**config.mk**
```make
export PLATFORM = sky130hd
export DESIGN_NAME = uart_rx_buffer
export DESIGN_NICKNAME = d
export VERILOG_FILES = /design/src/rtl/uart_rx_buffer.sv
export SDC_FILE = /design/constraint.sdc
export NUM_CORES = 1
export LEC_CHECK = 0
export CAP_MARGIN = 20
export CELL_PAD_IN_SITES_DETAIL_PLACEMENT = 0
export CELL_PAD_IN_SITES_GLOBAL_PLACEMENT = 1
export CORE_MARGIN = 2
export CORE_UTILIZATION = 37
export DETAILED_ROUTE_END_ITERATION = 10
export PLACE_DENSITY_LB_ADDON = 0.05
export SYNTH_ARGS = -nofsm -noshare
export SYNTH_HDL_FRONTEND = slang
export SYNTH_SLANG_ARGS = --single-unit
export TNS_END_PERCENT = 30
```
**constraint.sdc**
```tcl
create_clock -name clk -period 3.7 [get_ports clk]
set_input_delay 0.555 -clock clk [delete_from_list [all_inputs] [get_ports clk]]
set_output_delay 0.555 -clock clk [all_outputs]
set_load 0.02 [all_outputs]
```
**src/rtl/uart_rx_buffer.sv**
```systemverilog
// Receive-side FIFO behind the UART receiver, exposed to the MIPS bus as an
// RX data register and a control/status register, with a level interrupt.
module uart_rx_buffer #(
    parameter int          DEPTH_LOG2 = 3,
    parameter logic [31:0] ADDR_RXD   = 32'h4000_001C,
    parameter logic [31:0] ADDR_CON   = 32'h4000_0020
) (
    input  logic        clk,
    input  logic        reset,
    input  logic [7:0]  RX_DATA,
    input  logic        RX_STATUS,
    input  logic        rd,
    input  logic        wr,
    input  logic [31:0] addr,
    input  logic [31:0] wdata,
    output logic [31:0] rdata,
    output logic        irq
);

    localparam int                DEPTH      = 1 << DEPTH_LOG2;
    localparam logic [DEPTH_LOG2:0] FULL_COUNT = (DEPTH_LOG2 + 1)'(DEPTH);

    logic [7:0]            fifo [DEPTH];
    logic [DEPTH_LOG2-1:0] head;
    logic [DEPTH_LOG2-1:0] tail;
    logic [DEPTH_LOG2:0]   count;
    logic [DEPTH_LOG2:0]   count_next;
    logic                  overflow;
    logic                  ien;
    logic                  ien_next;
    logic                  rx_status_d;

    logic push;
    logic pop;
    logic push_ok;
    logic drop;
    logic full;
    logic not_empty;
    logic con_wr;

    assign not_empty = (count != '0);
    assign full      = (count == FULL_COUNT);
    assign push      = RX_STATUS & ~rx_status_d;
    assign pop       = rd & (addr == ADDR_RXD) & not_empty;
    // A full FIFO still accepts a byte when a pop frees a slot in the same cycle.
    assign push_ok   = push & (~full | pop);
    assign drop      = push & full & ~pop;
    assign con_wr    = wr & (addr == ADDR_CON);
    assign ien_next  = con_wr ? wdata[3] : ien;

    logic unused_wdata_bits;
    assign unused_wdata_bits = ^{wdata[31:4], wdata[1:0]};

    always_comb begin
        count_next = count;
        case ({push_ok, pop})
            2'b10:   count_next = count + (DEPTH_LOG2 + 1)'(1);
            2'b01:   count_next = count - (DEPTH_LOG2 + 1)'(1);
            default: count_next = count;
        endcase
    end

    always_comb begin
        rdata = '0;
        if (addr == ADDR_RXD) begin
            if (not_empty) begin
                rdata = {24'b0, fifo[head]};
            end
        end else if (addr == ADDR_CON) begin
            rdata[0]                = not_empty;
            rdata[1]                = full;
            rdata[2]                = overflow;
            rdata[3]                = ien;
            rdata[8 +: DEPTH_LOG2+1] = count;
        end
    end

    // rx_status_d resets high so a level already asserted at reset release is not pushed.
    always_ff @(posedge clk) begin
        if (reset) begin
            head        <= '0;
            tail        <= '0;
            count       <= '0;
            overflow    <= 1'b0;
            ien         <= 1'b0;
            irq         <= 1'b0;
            rx_status_d <= 1'b1;
        end else begin
            rx_status_d <= RX_STATUS;
            if (push_ok) begin
                fifo[tail] <= RX_DATA;
                tail       <= tail + (DEPTH_LOG2)'(1);
            end
            if (pop) begin
                head <= head + (DEPTH_LOG2)'(1);
            end
            count <= count_next;
            ien   <= ien_next;
            if (drop) begin
                overflow <= 1'b1;
            end else if (con_wr && wdata[2]) begin
                overflow <= 1'b0;
            end
            irq <= ien_next & (count_next != '0);
        end
    end

endmodule

```
==> results of run 1 <==
layout make-up:
cell class | instances | area [um^2] | area share (%)
Sequential cell | 81 | 2260 | 48.6
Tap cell | 129 | 161 | 3.47
Clock inverter | 6 | 140 | 3.01
Clock buffer | 9 | 124 | 2.66
Inverter | 3 | 11.3 | 0.242
Timing Repair Buffer | 84 | 783 | 16.8
Multi-Input combinational cell | 147 | 1170 | 25.2
worst max-delay path: stages:
cell             delay [ps]
clkdlybuf4s50_1         420
or4_1                   560
or4_4                   450
nor3_2                  160
nand2_1                 170
buf_4                   200
o22ai_1                 100
dlygate4sd2_1           360
synthesized netlist by cell type, drive strengths merged, types with 2 or more instances:
cell type and instances:
a21oi 4, and2 3, and3b 2, buf 23, clkbuf 8, dfxtp 17
edfxtp 64, ha 3, inv 3, mux2i 13, mux4 16, nand2 15
nand2b 2, nand3 2, nand4 2, nor2 21, nor3 6, nor3b 3
nor4 8, o21ai 5, or4 3, xnor2 3, xor2 4
worst min path at each step:
stage	startpoint	end	slack, ps	cells after the start
floorplan	overflow	overflow	460	2
finish	overflow	overflow	510	2
CTS	overflow	overflow	500	2
global placement	overflow	overflow	480	2
global route	overflow	overflow	560	2
detailed placement	overflow	overflow	480	2
layer usage:
metal  vias up  global-route usage, %
li1       1050                      -
met1      1061                   19.4
met2        86                   25.0
met3        12                   3.42
met4         0                   6.67
met5         -                      0
sequential cells by signal, indices dropped and copies added (netlist names), named ones only:
register	count
fifo	64
head	3
overflow	1
tail	3
irq	1
rx_status_d	1
ien	1
count	4
report_power, final:
part	internal [W]	leakage [nW]	total, W	switching (W)
combinational	0.0000556	0.788	0.000104	0.0000488
sequential	0.000983	0.713	0.000987	0.00000387
clock	0.000519	0.131	0.000840	0.000321
logic make-up (layout without fill, tap and decap cells):
| family | count (synthesis) | after routing | share of synthesized area (%) |
|---|---|---|---|
| buf+inv | 34 | 102 | 5.73 |
| compound gates | 15 | 15 | 2.78 |
| xor+xnor | 7 | 7 | 1.72 |
| mux | 30 | 30 | 14.1 |
| other cells | 1 | 20 | 0.105 |
| flops | 81 | 81 | 63.6 |
| fa+ha+maj | 3 | 3 | 1.05 |
| simple gates | 72 | 72 | 10.9 |
stage by stage:
stage	hold WS, ps	instances	power, W
after floorplan	456	262	0.00106
after global placement	476	444	0.00111
after detailed placement	483	444	0.00111
after CTS	501	459	0.00195
after global routing	565	459	0.00199
final	506	459	0.00193
repair_timing:
action | CTS | global route
cloned | 0 | 0
setup endpoints to repair | 8 | 15
pin swaps | 0 | 1
gates resized for setup | 8 | 4
==> flow_metrics.py, run 1 <==
metrics = {
    "sta": {
        "worst_slack_ps": 175,
        "finalSetupTns_ps": 0,
        "drv_slew": 0,
        "setup_violations": 0,
        "worst_slew_pin_slew_ps": 614,
        "fmax_mhz": 284,
        "min_period_ps": 3530,
        "finalCritPeriodShare_pct": 95.3,
        "rsz0062_at_grt": "false",
        "clock_skew_ps": 9.48,
        "relSlewSlack_pct": 59.0,
        "hold_viol": 0,
    },
    "detailed_routing": {
        "wl_met1_mm": 3.39,
        "drt_first_pass_iters": 4,
        "final_antenna_net_count": 0,
        "wl_mm": 7.58,
        "wl_per_cell_um": 16.5,
        "drt-vias-per-instance": 4.81,
        "drtIter0Drc": 79,
        "route.met2.wl_mm": 3.54,
        "dr.max_layer_used": "met4",
        "wl_met3_um": 509,
        "drc": 0,
        "vias": 2209,
    },
    "place": {
        "post-place-ws_ps": -206,
        "portBuffers": 59,
        "hpwl_mm": 5.36,
        "dpl_cell_area_um2": 4390,
        "gp_congestion": 0.707,
    },
    "clocking": {
        "hold_buffers": 0,
        "clk_pin_slew_worst_paths_ps": 70,
        "cts_sinks": 81,
        "cts_root_buf": "clkbuf_8",
        "cts_tree": "done",
        "clk_path_buf_depth": 2,
        "h-tree-depth": 3,
        "clk_latency_ps": 350,
        "cts_setup_buffers": 0,
        "numCtsBuffers": 9,
    },
    "final_layout": {
        "area_growth_syn_to_layout_pct": 30.8,
        "diodes": 0,
        "drive_above_1_share_pct": 19.4,
        "layout_commonest_cell": "edfxtp_1",
        "final_core_util_pct": 50.1,
        "fillerInstances": 846,
        "final_area_um2": 4660,
        "finalNetCount": 406,
        "final_cell_mix": "edfxtp_1, clkdlybuf4s50_1, buf_4, nor2_1, conb_1",
    },
    "die": {
        "core-area_um2": 9280,
        "initial_utilization_pct": 38.3,
        "die_w_um": 102,
        "io_pins": 110,
        "die_y_um": 102,
        "std_cell_rows": 35,
        "dieArea_um2": 10400,
    },
    "grt": {
        "grt_use_total_pct": 15.2,
        "grt_pass1_vias": 2201,
        "grt_pass1_wl_mm": 11.4,
        "overflow": 0,
        "antenna_found_initial": 0,
        "grt_max_degree": 19,
    },
    "critical_path": {
        "worstReg2RegStart": "count[0]",
        "critPathLaunchType": "input pin",
        "regToRegSetupSlack_ps": 1250,
        "worst-endpoint-arrival_ps": 2970,
        "cp-startpoint": "addr[10]",
        "path_class": "in -> out",
        "end_kind": "primary output",
        "r2r_cells": 10,
        "r2r_end": "irq",
        "crit_fanout": 5,
        "worstSetupEndpoint": "rdata[1]",
        "cp.required_ps": 3140,
    },
    "synth": {
        "synthDistinctLibCells": 41,
        "netlist_top_cells_area": "edfxtp_1, mux4_2, dfxtp_1",
        "synthFlopType": "edfxtp_1",
        "synth_edf_count": 64,
        "ys_warn_count": 0,
        "netlist_instances": 243,
        "async_reset_ff_share_pct": 0,
        "synth_top_area_share_pct": 54.0,
        "ys_ff_latch": 81,
        "yosysSeqAreaShare_pct": 63.6,
        "synth.avg_cell_area_um2": 14.6,
        "syn_area_um2": 3560,
        "yosys.area.top_type": "edfxtp_1",
    },
    "power_and_ir_drop": {
        "powerDensity_nw_per_um2": 415,
        "max-vdd-ir-drop_mv": 0.265,
        "power_leakage_nw": 1.63,
    },
    "flow_run": {
        "maxCapViolCount": 0,
    },
    "outcome": {
        "status": "finished, final reports clean",
    },
    "hold_path": {
        "hold_path_class": "reg -> reg",
    },
}
Note: power is estimated with default switching activity, not from simulation.
==> inputs of run 2 (changes only) <==
--- a/config.mk
+++ b/config.mk
@@ -5,6 +5,7 @@
 export SDC_FILE = /design/constraint.sdc
 export NUM_CORES = 1
 export LEC_CHECK = 0
+export ABC_AREA = 0
 export CAP_MARGIN = 20
 export CELL_PAD_IN_SITES_DETAIL_PLACEMENT = 0
 export CELL_PAD_IN_SITES_GLOBAL_PLACEMENT = 1
==> results of run 2 <==
Same layout as run 1: the final DEF is identical, and so are final timing and power.
